--- src/rtl/df_coef_loader_if.sv ---
// Serial coefficient load bus between the config pins and df_coef_loader.
// The slave modport is the loader; the master modport drives the serial stream.
interface df_coef_loader_if #(
    parameter int NUM_TAPS = 4,
    parameter int COEF_W   = 2
);
    localparam int FRAME_W = NUM_TAPS * COEF_W;

    logic               load_en_i;
    logic               ser_valid_i;
    logic               ser_bit_i;
    logic [FRAME_W-1:0] coef_o;
    logic               busy_o;
    logic               done_o;
    logic               err_o;

    modport master (
        output load_en_i,
        output ser_valid_i,
        output ser_bit_i,
        input  coef_o,
        input  busy_o,
        input  done_o,
        input  err_o
    );

    modport slave (
        input  load_en_i,
        input  ser_valid_i,
        input  ser_bit_i,
        output coef_o,
        output busy_o,
        output done_o,
        output err_o
    );
endinterface

--- src/rtl/df_coef_loader.sv ---
// Serial-in coefficient loader with atomic commit to the filter coefficient bus.
// Optional trailing even-parity bit per frame when DF_COEF_PARITY_EN is defined.
module df_coef_loader #(
    parameter int NUM_TAPS = 4,
    parameter int COEF_W   = 2
) (
    input  logic             clk,
    input  logic             rst_n,
    df_coef_loader_if.slave  bus
);
    localparam int FRAME_W = NUM_TAPS * COEF_W;
`ifdef DF_COEF_PARITY_EN
    localparam int FRAME_LEN = FRAME_W + 1;
`else
    localparam int FRAME_LEN = FRAME_W;
`endif
    localparam int CNT_W = $clog2(FRAME_LEN + 1);

    typedef enum logic [1:0] {
        ST_IDLE     = 2'd0,
        ST_SHIFT    = 2'd1,
        ST_WAIT_END = 2'd2
    } state_e;

    state_e             state_q, state_d;
    logic [FRAME_W-1:0] shadow_q, shadow_d;
    logic [CNT_W-1:0]   cnt_q, cnt_d;
    logic [FRAME_W-1:0] coef_q, coef_d;
    logic               busy_q, busy_d;
    logic               done_q, done_d;
    logic               err_q, err_d;
    logic [FRAME_W-1:0] shadow_ins_s;
    logic               last_data_s;

`ifdef DF_COEF_PARITY_EN
    // Even parity over data plus parity bit must come out zero.
    function automatic logic parity_ok(input logic [FRAME_W-1:0] data, input logic pbit);
        return ~((^data) ^ pbit);
    endfunction
`endif

    assign last_data_s = (cnt_q == CNT_W'(FRAME_W - 1));

    // Each bit lands directly in its final slot; from a cleared shadow this
    // matches an MSB-first shift, so the first bit ends up at the frame MSB.
    always_comb begin
        shadow_ins_s = shadow_q;
        for (int i = 0; i < FRAME_W; i++) begin
            if (cnt_q == CNT_W'(FRAME_W - 1 - i)) begin
                shadow_ins_s[i] = bus.ser_bit_i;
            end else begin
                shadow_ins_s[i] = shadow_q[i];
            end
        end
    end

    // Next-state and output decode for the load FSM.
    always_comb begin
        state_d  = state_q;
        shadow_d = shadow_q;
        cnt_d    = cnt_q;
        coef_d   = coef_q;
        done_d   = 1'b0;
        err_d    = 1'b0;
        case (state_q)
            ST_IDLE: begin
                if (bus.load_en_i) begin
                    state_d  = ST_SHIFT;
                    cnt_d    = {CNT_W{1'b0}};
                    shadow_d = {FRAME_W{1'b0}};
                end else begin
                    state_d  = ST_IDLE;
                end
            end
            ST_SHIFT: begin
                if (bus.ser_valid_i) begin
`ifdef DF_COEF_PARITY_EN
                    if (cnt_q == CNT_W'(FRAME_W)) begin
                        // Parity bit completes the frame even if load_en drops with it.
                        cnt_d   = cnt_q + CNT_W'(1);
                        state_d = ST_WAIT_END;
                        if (parity_ok(shadow_q, bus.ser_bit_i)) begin
                            coef_d = shadow_q;
                            done_d = 1'b1;
                        end else begin
                            err_d  = 1'b1;
                        end
                    end else if (!bus.load_en_i) begin
                        err_d   = 1'b1;
                        state_d = ST_IDLE;
                    end else begin
                        shadow_d = shadow_ins_s;
                        cnt_d    = cnt_q + CNT_W'(1);
                    end
`else
                    if (last_data_s) begin
                        shadow_d = shadow_ins_s;
                        cnt_d    = cnt_q + CNT_W'(1);
                        coef_d   = shadow_ins_s;
                        done_d   = 1'b1;
                        state_d  = ST_WAIT_END;
                    end else if (!bus.load_en_i) begin
                        err_d   = 1'b1;
                        state_d = ST_IDLE;
                    end else begin
                        shadow_d = shadow_ins_s;
                        cnt_d    = cnt_q + CNT_W'(1);
                    end
`endif
                end else if (!bus.load_en_i) begin
                    err_d   = 1'b1;
                    state_d = ST_IDLE;
                end else begin
                    state_d = ST_SHIFT;
                end
            end
            ST_WAIT_END: begin
                if (!bus.load_en_i) begin
                    state_d = ST_IDLE;
                end else begin
                    state_d = ST_WAIT_END;
                end
            end
            default: begin
                state_d = ST_IDLE;
            end
        endcase
        busy_d = (state_d == ST_SHIFT);
    end

    // State, shadow and registered outputs.
    always_ff @(posedge clk or negedge rst_n) begin
        if (!rst_n) begin
            state_q  <= ST_IDLE;
            shadow_q <= {FRAME_W{1'b0}};
            cnt_q    <= {CNT_W{1'b0}};
            coef_q   <= {FRAME_W{1'b0}};
            busy_q   <= 1'b0;
            done_q   <= 1'b0;
            err_q    <= 1'b0;
        end else begin
            state_q  <= state_d;
            shadow_q <= shadow_d;
            cnt_q    <= cnt_d;
            coef_q   <= coef_d;
            busy_q   <= busy_d;
            done_q   <= done_d;
            err_q    <= err_d;
        end
    end

    assign bus.coef_o = coef_q;
    assign bus.busy_o = busy_q;
    assign bus.done_o = done_q;
    assign bus.err_o  = err_q;
endmodule

--- src/flat_wrapper.sv ---
// flat-port wrapper written by rule: the top's interface ports become plain ports
module df_coef_loader_flat 
#(
    parameter int NUM_TAPS = 4,
    parameter int COEF_W   = 2
)
  (clk, rst_n, bus_load_en_i, bus_ser_valid_i, bus_ser_bit_i, bus_coef_o, bus_busy_o, bus_done_o, bus_err_o);
  df_coef_loader_if #(.NUM_TAPS(NUM_TAPS), .COEF_W(COEF_W)) bus_i ();
  input  logic clk;
  input  logic rst_n;
  input wire logic [$bits(bus_i.load_en_i)-1:0] bus_load_en_i;
  input wire logic [$bits(bus_i.ser_valid_i)-1:0] bus_ser_valid_i;
  input wire logic [$bits(bus_i.ser_bit_i)-1:0] bus_ser_bit_i;
  output wire logic [$bits(bus_i.coef_o)-1:0] bus_coef_o;
  output wire logic [$bits(bus_i.busy_o)-1:0] bus_busy_o;
  output wire logic [$bits(bus_i.done_o)-1:0] bus_done_o;
  output wire logic [$bits(bus_i.err_o)-1:0] bus_err_o;
  assign bus_i.load_en_i = bus_load_en_i;
  assign bus_i.ser_valid_i = bus_ser_valid_i;
  assign bus_i.ser_bit_i = bus_ser_bit_i;
  assign bus_coef_o = bus_i.coef_o;
  assign bus_busy_o = bus_i.busy_o;
  assign bus_done_o = bus_i.done_o;
  assign bus_err_o = bus_i.err_o;
  df_coef_loader #(.NUM_TAPS(NUM_TAPS), .COEF_W(COEF_W)) u_core (.clk(clk), .rst_n(rst_n), .bus(bus_i));
endmodule
--- config.mk ---
export PLATFORM = sky130hd
export DESIGN_NAME = df_coef_loader_flat
export DESIGN_NICKNAME = d
export VERILOG_FILES = /design/src/rtl/df_coef_loader_if.sv /design/src/rtl/df_coef_loader.sv /design/src/flat_wrapper.sv
export SDC_FILE = /design/constraint.sdc
export NUM_CORES = 1
export LEC_CHECK = 0
export ABC_AREA = 1
export CORE_MARGIN = 4
export CORE_UTILIZATION = 44
export CTS_CLUSTER_SIZE = 20
export DETAILED_ROUTE_END_ITERATION = 12
export GPL_TIMING_DRIVEN = 0
export PLACE_DENSITY_LB_ADDON = 0.3
export SETUP_SLACK_MARGIN = 0.4
export SYNTH_ARGS = -nofsm -noshare
export SYNTH_HDL_FRONTEND = slang
export SYNTH_SLANG_ARGS = --single-unit
export TNS_END_PERCENT = 100
--- constraint.sdc ---
create_clock -name clk -period 3.54 [get_ports clk]
set_clock_uncertainty 0.05 [all_clocks]
set_input_delay 0.531 -clock clk [delete_from_list [all_inputs] [get_ports clk]]
set_output_delay 0.531 -clock clk [all_outputs]
set_load 0.01 [all_outputs]
==> summary.md, run 1 <==
| Metric | Value |
|---|---|
| Status | `finished, final reports clean` |
| Worst setup EP type | `output pin` |
| Port Buffer Count | `15` |
| Via density | `4.91` |
| Worst-Margin Slew | `1.10 ns` |
| ANT nets after route | `0` |
| Antenna violations before repair | `0` |
| Startpoint types | `flip-flop` |
| Layout cells sized above 1 | `0.0925` |
| Buf+Inv Stages, Crit Path | `1` |
| Min-delay src | `u_core.shadow_q[0]` |
| CTS tree | `done` |
| Post-CTS Setup Bufs | `0` |
| Die area | `3750 um2` |
| Vias in the first global route | `971` |
| R2R Path Start | `u_core.cnt_q[1]` |
| Core Area | `2730 um2` |
| H-tree levels | `1` |
| # fillers | `271` |
| Max-Cap Viols | `0` |
| Sequential area share after synthesis | `0.501` |
| Worst-path cell chain | `clkdlybuf4s50_1` |
| Final hold violation count | `0` |
| #FFs+latches synth | `25` |
| Clock slew at reported path FFs | `between 0.1 and 0.15 ns` |
| Synth area leaders | `dfrtp_1 50%, nand2_1 14%, nand3_1 7.6%` |
| Lkg Pwr | `0.712 nW` |
| Share of Yosys cell area claimed by the top area cell type | `0.501` |
| Clk_lat worst skew | `0.32 ns` |
| Max incr delay on CP | `0.54 ns` |
| Placer Congestion | `approximately 0.8` |
| Fin crit share | `0.515` |
| Placed Area | `around 1400 um2` |
| WL per Instance | `12.3 um` |
| Synth unique cells | `18` |
| CTS max path bufs | `2` |
| CTS buffer count | `3` |
| Area of all placed cells without fillers | `1470 um2` |
| Starting density of the core | `0.457` |
| Yosys Warn Count | `0` |
| CP max stage cell | `clkdlybuf4s50_1` |
| Die W | `61.3 um` |
| Post-CTS Hold Buffers | `0` |
| CP arrival | `1.24 ns` |
| Critical path class | `reg -> out` |
| TNS Setup | `0 ns` |
| Synth area leader | `dfrtp_1` |
| Final WL | `2510 um` |
| Remaining global-route overflow | `0` |
| Post_cts resized | `0` |
| Final Max Slew Viols | `0` |
| Die height | `61.3 um` |
| # clock sinks | `25` |
| Post-DP HPWL | `~1800 um` |
| Largest net degree at the start of global routing | `26` |
| Post-Synthesis Cells | `approximately 150` |
| Worst setup startpoint | `u_core.bus.coef_o[3]` |
| FMAX | `approximately 550 MHz` |
| DR iter-0 viols | `48` |
| RSZ-0062 raised after global routing | `no` |
| Min Tclk post-route | `1.82 ns` |
| Final-report setup violation count | `0` |
| HP Class | `reg -> reg` |
| Slew margin rel. | `0.265` |
| Crit path max-delay family | `buffers and inverters` |
| Vias | `between 1k and 1.5k` |
| I/O pin count | `16` |
| First-pass detailed-route iteration total | `4` |
| Residual DRC | `0` |
| Final hold slack | `0.447 ns` |
| First-pass GRT wire length | `4280 um` |
| Peak VDD IR | `0.317 mV` |
| Layout Nets | `183` |
| FP Rows | `19` |
| WP data required | `2.96 ns` |
| PD cells | `395 nW/um2` |
| Layout overhead on the synthesized area | `17.3%` |
| Post-Syn Nets | `163` |
| Total Routing Usage GR | `0.157` |
| Ant. Diodes | `0` |
| Max FO, Critical Path | `2` |
| Syn_area_per_cell | `between 8 and 9 um2` |
| Cell area after synthesis | `1250 um2` |
| Post-layout util | `0.536` |
| Root Driver | `clkbuf_4` |
[report_power, final]
group          internal, W  total [W]  switching, W
Clock            0.0000423   0.000128     0.0000860
Sequential        0.000306   0.000323     0.0000168
Combinational    0.0000510   0.000127     0.0000756
Total             0.000400   0.000578      0.000178
[cell usage in the layout, fill, tap and decap left out, drive strengths merged]
master / count
dfrtp: 25
clkinv: 1
clkdlybuf4s50: 15
buf: 4
ha: 4
inv: 20
a21oi: 3
nor2: 8
clkbuf: 3
nand4: 1
xnor2: 1
o21ai: 18
nand3: 20
nand2: 50
[per-stage QoR]
step	instances	setup WS, ns	power (W)
finish	204	1.72	0.000578
global route	204	1.65	0.000618
CTS	204	1.70	0.000586
detailed placement	200	1.60	0.000456
global placement	200	1.63	0.000450
floorplan	154	2.18	0.000417
[final timing paths]
path,to,slack (ns),cells after the start
max,bus_coef_o[3],1.72,1
min,u_core.shadow_q[0],0.45,2
max reg2reg,u_core.cnt_q[3],1.96,7
min in group asynchronous,u_core.bus.coef_o[7],0.74,1
max in group asynchronous,u_core.shadow_q[1],2.05,1
min reg2reg,u_core.shadow_q[0],0.45,2
[cell type report]
| cell class | instances | area, um2 | area share |
|---|---|---|---|
| Buffer | 4 | 37.5 | 0.0256 |
| Clock buffer | 3 | 22.5 | 0.0154 |
| Clock inverter | 1 | 5.00 | 0.00342 |
| Inverter | 20 | 75.1 | 0.0512 |
| Multi-Input combinational cell | 105 | 510 | 0.348 |
| Sequential cell | 25 | 626 | 0.427 |
| Tap cell | 31 | 38.8 | 0.0265 |
| Timing Repair Buffer | 15 | 150 | 0.102 |
[cell families (layout without fill, tap and decap cells)]
| group | count (synthesis) | count (layout) | share of synthesized area |
|---|---|---|---|
| xor gates and xnor gates | 1 | 1 | 0.00702 |
| adders and majority gates | 4 | 4 | 0.0401 |
| buffers and inverters | 24 | 43 | 0.0902 |
| and+or+nand+nor | 79 | 79 | 0.278 |
| DFF | 25 | 25 | 0.501 |
| AOI/OAI and AO/OA | 21 | 21 | 0.0842 |
[synthesized netlist by cell type]
master,count
nor2_4,1
o21ai_0,8
dfrtp_1,25
xnor2_1,1
nand3_2,1
nand2_1,48
nor2_2,2
inv_2,2
nand2_2,2
a21oi_1,3
inv_1,18
buf_6,2
o21ai_1,10
nand3_1,19
ha_1,4
nor2_1,5
buf_4,2
nand4_1,1
[flip-flops by register name, summed over array words and instances, names as in the netlist]
signal and count:
u_core.cnt_q 4, u_core.bus.coef_o 8, u_core.state_q 2, u_core.bus.busy_o 1, u_core.bus.done_o 1, u_core.shadow_q 8
u_core.bus.err_o 1
[per-layer routing]
metal  up-vias  share of wire  GRT usage
li1        524              -          -
met1       454           0.45      0.193
met2        19           0.48      0.264
met3         4          0.055     0.0252
met4         0          0.021     0.0836
met5         -              0          0
Note: power is estimated with default switching activity, not from simulation.
==> run 2: changes to the inputs <==
==> constraint.sdc (replaced) <==
create_clock -name clk -period 1.7 [get_ports clk]
set_clock_uncertainty 0.05 [all_clocks]
set_input_delay 0.255 -clock clk [delete_from_list [all_inputs] [get_ports clk]]
set_output_delay 0.255 -clock clk [all_outputs]
set_load 0.01 [all_outputs]
==> run 2 against run 1 <==
  * Utilization up 12 points
  * Power grew 130%
  * Count of clock-buffer cells in the layout increased by 1
  * Wire length up 27%
  * Hold slack got worse by 0.38 ns
  * Final cell count increased by 11%
  * Die area is the same
  * Combinational power grew to 2.9 times the previous value
  * Clock power grew 110%
  * Via count is 16% higher
  * Flip-flop and latch count is the same
  * Register-to-register slack worse by 1.7 ns
==> summary.md, run 2 (synthesized netlist as in run 1, its figures left out) <==
| Metric | Value |
|---|---|
| FMAX | `around 700 MHz` |
| Startpoint types | `flip-flop` |
| Remaining global-route overflow | `0 (unchanged)` |
| WL per Instance | `14.0 um (+14%)` |
| Status | `finished, final reports clean` |
| Power share of the clock group | `0.203 (-0.019)` |
| Max-Cap Viols | `0 (unchanged)` |
| R2R Path Start | `u_core.cnt_q[0]` |
| # fillers | `207 (-24%)` |
| I/O pin count | `16 (unchanged)` |
| Layout overhead on the synthesized area | `42.9%` |
| Layout Nets | `206 (+13%)` |
| Clk_lat worst skew | `0.32 ns (about the same)` |
| Final Max Slew Viols | `0 (unchanged)` |
| P_int | `0.000891 W (+120%)` |
| R2R depth | `5 (-2)` |
| Final WL | `3180 um (+27%)` |
| Die W | `61.3 um (unchanged)` |
| Post-CTS Hold Buffers | `0 (unchanged)` |
| Clock slew at reported path FFs | `0.13 ns (about the same)` |
| WP data required | `1.89 ns (-1.07 ns)` |
| Total Routing Usage GR | `0.181 (+0.0238)` |
| ANT nets after route | `0 (unchanged)` |
| Placed Area | `1460 um2 (+1.4%)` |
| Area of all placed cells without fillers | `1780 um2 (+22%)` |
| Vias in the first global route | `1103 (+14%)` |
| Max FO, Critical Path | `8 (+6)` |
| H-tree levels | `1 (unchanged)` |
| # clock sinks | `25 (unchanged)` |
| Final-report setup violation count | `0 (unchanged)` |
| Layout cells sized above 1 | `0.291 (+0.198)` |
| PnR worst setup slack | `0.300 ns (-1.42 ns)` |
| FP Rows | `19 (unchanged)` |
| Combinational fraction of design power | `0.277 (+0.058)` |
| First-pass GRT wire length | `4960 um (+16%)` |
| Slew margin rel. | `0.281 (+0.0161)` |
| Sw Share | `0.317 (+0.00846)` |
| Antenna violations before repair | `0 (unchanged)` |
| CP arrival | `1.59 ns (+0.35 ns)` |
| RSZ-0062 raised after global routing | `yes` |
| PD cells | `732 nW/um2 (+85%)` |
| Fin crit share | `0.823` |
| Ant. Diodes | `0 (unchanged)` |
| Die height | `61.3 um (unchanged)` |
| Psw | `0.000414 W (+130%)` |
| Critical R2R Capture | `u_core.bus.coef_o[1]` |
| TNS Setup | `0 ns (unchanged)` |
| Largest net degree at the start of global routing | `26 (unchanged)` |
| Final Power | `0.00131 W (+130%)` |
| Reg area | `629 um2 (+0.60%)` |
| Root Driver | `clkbuf_4` |
| Via density | `5.11 (+4.1%)` |
| Critical path class | `reg -> reg` |
| Die area | `3750 um2 (unchanged)` |
| Lkg Pwr | `0.890 nW (+25%)` |
| Reg2Reg Setup Slack | `0.30 ns (-1.66 ns)` |
| Vias | `1160 (+16%)` |
| Flop pwr share | `0.520 (-0.039)` |
| Starting density of the core | `0.457 (unchanged)` |
| CTS tree | `done` |
| Core Area | `2730 um2 (unchanged)` |
| Most common cell after layout, fill and taps aside | `nand2_1` |
| Area of the multi-input gates | `627 um2 (+23%)` |
| CTS max path bufs | `2 (unchanged)` |
| Residual DRC | `0 (unchanged)` |
| Placer Congestion | `0.867 (+6.1%)` |
| Post-DP HPWL | `1760 um (-4.4%)` |
| Port Buffer Count | `15 (unchanged)` |
| Min Tclk post-route | `1.40 ns` |
| First-pass detailed-route iteration total | `4 (unchanged)` |
| DR iter-0 viols | `26 (-46%)` |
| Final hold violation count | `0 (unchanged)` |
| Worst-Margin Slew | `1.08 ns (-0.0224 ns)` |
| HP Class | `in -> async` |
| Peak VDD IR | `0.637 mV (+100%)` |
| Worst setup EP type | `flip-flop` |
| CTS buffer count | `3 (unchanged)` |
| Pre-CTS setup slack | `0.0529 ns (-1.55 ns)` |
| Most frequent cells in the layout | `45 x nand2_1, 22 x dfrtp_1, 19 x buf_4` |
## run 2: cell count changes in the layout (fill, tap and decap cells not counted), moves of 4 or more
cell,before,now
nand2_4,0,4
buf_6,2,6
clkdlybuf4s50_1,15,2
clkdlybuf4s15_1,0,11
buf_4,2,19
## run 2: worst max-delay path, cell delays in order (launching register included)
cell	delay, ns
dfrtp_2	0.46
ha_4	0.17
nand3_4	0.11
nor2_4	0.25
inv_4	0.10
o21ai_0	0.19
## run 2: how the worst max path moves through the flow
stage / startpoint / endpoint / slack (ns)
after floorplan: u_core.cnt_q[0] / u_core.cnt_q[0] / 0.41
after global placement: rst_n / u_core.shadow_q[3] / 0.08
after detailed placement: rst_n / u_core.bus.coef_o[3] / 0.05
after CTS: rst_n / u_core.cnt_q[1] / 0.33
after global routing: u_core.cnt_q[0] / u_core.shadow_q[0] / 0.23
final: u_core.cnt_q[0] / u_core.bus.coef_o[1] / 0.30
## run 2: cell type report
type	count	share of cell area
plain buffers	4	0.0231
clock buffers	4	0.0147
inverters	20	0.0435
multi-input cells	106	0.351
flip-flops and latches	25	0.353
well taps	31	0.0217
repair buffers	37	0.193
## run 2: layer usage
metal / share of wire / GRT usage
met2: 0.52 / 0.325
met5: 0 / 0
met1: 0.43 / 0.224
met3: 0.041 / 0.0314
met4: 0.014 / 0.0464
## run 2: through the flow
step | cells | hold WS, ns | utilization
CTS | 222 | 0.452 | 0.605
floorplan | 154 | -0.0906 | -
detailed placement | 200 | 0.422 | 0.533
global placement | 200 | 0.415 | 0.533
global route | 227 | 0.149 | 0.653
finish | 227 | 0.0624 | 0.653
## run 2: timing repair
item	in CTS	in global routing
endpoints found under the setup margin	34	58
pin swaps	5	4
setup buffers	15	5
gates cloned	3	0
gates resized for setup	33	28
## run 2: power groups by stage
stage	clock network, W	logic, W	registers, W
finish	0.000265	0.000362	0.000678
CTS	0.000265	0.000311	0.000675
detailed placement	0	0.000266	0.000688
global placement	0	0.000262	0.000686
floorplan	0	0.000193	0.000685
global route	0.000287	0.000411	0.000684
==> run 3: changes to the inputs <==
==> constraint.sdc (replaced) <==
create_clock -name clk -period 1.15 [get_ports clk]
set_clock_uncertainty 0.05 [all_clocks]
set_input_delay 0.1725 -clock clk [delete_from_list [all_inputs] [get_ports clk]]
set_output_delay 0.1725 -clock clk [all_outputs]
set_load 0.01 [all_outputs]
==> run 3 against run 2 <==
  * The flow now finishes with violations (negative hold slack, negative setup slack)
  * Die area is the same
  * Combinational power up 47%
  * Via count is 1.9% lower
  * Non-clock buffer count is 2 lower
  * Register-to-register slack lost 0.49 ns
==> summary.md, run 3 (synthesized netlist as in run 1, its figures left out) <==
| Metric | Value |
|---|---|
| Status | `finished, violations left` |
| Failing checks | `negative hold slack, negative setup slack` |
| WP data required | `1.34 ns (-0.55 ns)` |
| I/O pin count | `16 (unchanged)` |
| Die height | `61.3 um (unchanged)` |
| Remaining global-route overflow | `0 (unchanged)` |
| CP arrival | `1.53 ns (-0.06 ns)` |
| Die W | `61.3 um (unchanged)` |
| Slew margin rel. | `0.595 (+0.314)` |
| Total Routing Usage GR | `0.165 (-0.0165)` |
| Clk_lat worst skew | `0.33 ns (about the same)` |
| First-pass GRT wire length | `4580 um (-7.7%)` |
| PnR worst setup slack | `-0.190 ns (-0.490 ns)` |
| DR iter-0 viols | `27 (+3.8%)` |
| Min Tclk post-route | `1.34 ns (-0.0596 ns)` |
| Via density | `5.08 (-0.58%)` |
| Root Driver | `clkbuf_4` |
| Ant. Diodes | `0 (unchanged)` |
| CTS tree | `done` |
| Layout cells sized above 1 | `0.389 (+0.0978)` |
| Placer Congestion | `0.889 (+2.5%)` |
| Final hold slack | `-0.132 ns (-0.195 ns)` |
| Fin crit share | `1.17 (+0.342)` |
| Worst-Margin Slew | `0.608 ns (-0.469 ns)` |
| First-pass detailed-route iteration total | `4 (unchanged)` |
| # clock sinks | `25 (unchanged)` |
| Vias in the first global route | `1033 (-6.3%)` |
| Finished Layout Cells | `224 (-1.3%)` |
| Final Max Slew Viols | `0 (unchanged)` |
| ANT nets after route | `0 (unchanged)` |
| Largest net degree at the start of global routing | `26 (unchanged)` |
| Starting density of the core | `0.457 (unchanged)` |
| Antenna violations before repair | `0 (unchanged)` |
| H-tree levels | `1 (unchanged)` |
| CTS max path bufs | `2 (unchanged)` |
| HP Class | `in -> async` |
| Clock slew at reported path FFs | `0.14 ns (about the same)` |
| Max-Cap Viols | `0 (unchanged)` |
| Final-report setup violation count | `25 (+25)` |
| Layout Nets | `203 (-1.5%)` |
| Layout overhead on the synthesized area | `35.7%` |
| PD cells | `1160 nW/um2 (+58%)` |
| Most common cell after layout, fill and taps aside | `nand2_1` |
| CTS buffer count | `3 (unchanged)` |
| Startpoint types | `flip-flop` |
| Die area | `3750 um2 (unchanged)` |
| TNS Setup | `-3.43 ns (-3.43 ns)` |
| Final WL | `2770 um (-13%)` |
| RSZ-0062 raised after global routing | `yes` |
| Post-DP HPWL | `1740 um (-1.1%)` |
| Vias | `1138 (-1.9%)` |
| FP Rows | `19 (unchanged)` |
| Peak VDD IR | `1.00 mV (+57%)` |
| Residual DRC | `0 (unchanged)` |
| Lkg Pwr | `0.858 nW (-3.5%)` |
| Worst setup EP type | `flip-flop` |
| WL per Instance | `12.4 um (-12%)` |
| Final hold violation count | `25 (+25)` |
| Inst Count DP | `200 (unchanged)` |
| Port Buffer Count | `15 (unchanged)` |
| Most frequent cells in the layout | `38 x nand2_1, 21 x dfrtp_1, 20 x buf_4` |
| Critical path class | `reg -> reg` |
| Core Area | `2730 um2 (unchanged)` |
| FMAX | `746 MHz (+4.4%)` |
| Max FO, Critical Path | `5 (-3)` |
-- run 3: critical path, stage by stage (launching register included) --
cell and delay [ns]:
dfrtp_2 0.47, nand2_2 0.12, nor2_4 0.05, buf_4 0.13, buf_4 0.12, buf_4 0.12
buf_4 0.12, nand2_1 0.05, inv_1 0.03
-- run 3: layer usage --
metal / vias to the layer above / GRT usage / share of wire
met5: - / 0 / 0
met4: 0 / 0.0495 / 0.011
li1: 567 / - / -
met3: 5 / 0.0461 / 0.052
met1: 542 / 0.211 / 0.43
met2: 24 / 0.270 / 0.50
-- run 3: per-stage QoR --
| step | utilization | cell area (um2) | setup slack [ns] | power, W | hold WS, ns |
|---|---|---|---|---|---|
| 2_1_floorplan | - | 1290 | -0.0454 | 0.00131 | -0.173 |
| 3_3_place_gp | 0.540 | 1480 | -0.463 | 0.00141 | 0.407 |
| 3_5_place_dp | 0.540 | 1480 | -0.481 | 0.00142 | 0.411 |
| 4_1_cts | 0.580 | 1590 | -0.159 | 0.00188 | -0.107 |
| 5_1_grt | 0.620 | 1690 | -0.285 | 0.00207 | -0.0961 |
| 6_report | 0.620 | 1690 | -0.190 | 0.00196 | -0.132 |
-- run 3: path summary, 6_finish.rpt --
kind	startpoint	to	slack [ns]	cells after the start
worst min-delay path	rst_n	u_core.bus.coef_o[5]	-0.13	1
max in group asynchronous	rst_n	u_core.cnt_q[3]	0.75	1
min in group clk	u_core.bus.coef_o[3]	u_core.bus.coef_o[3]	0.45	2
worst min register to register	u_core.bus.coef_o[3]	u_core.bus.coef_o[3]	0.45	2
worst max-delay path	u_core.state_q[0]	u_core.bus.err_o	-0.19	8
worst max register to register	u_core.state_q[0]	u_core.bus.err_o	-0.19	8
-- run 3: report_power, final --
part / internal (W) / switching (W)
Clock: 0.000133 / 0.000281
Combinational: 0.000243 / 0.000289
Sequential: 0.000947 / 0.0000652
Total: 0.00132 / 0.000635
-- run 3: layout make-up --
class,instances,area [um2]
Timing Repair Buffer,35,254
Clock inverter,1,7.51
Clock buffer,3,22.5
Inverter,20,75.1
Fill cell,230,1040
Sequential cell,25,631
Multi-Input combinational cell,105,628
Buffer,4,37.5
Tap cell,31,38.8
-- run 3: timing repair --
item                       CTS  global route
hold endpoints to repair    25            25
gates resized for setup     68            18
setup buffers               12             6
setup endpoints to repair   61            36
gates cloned                 2             0
pin swaps                    6             4
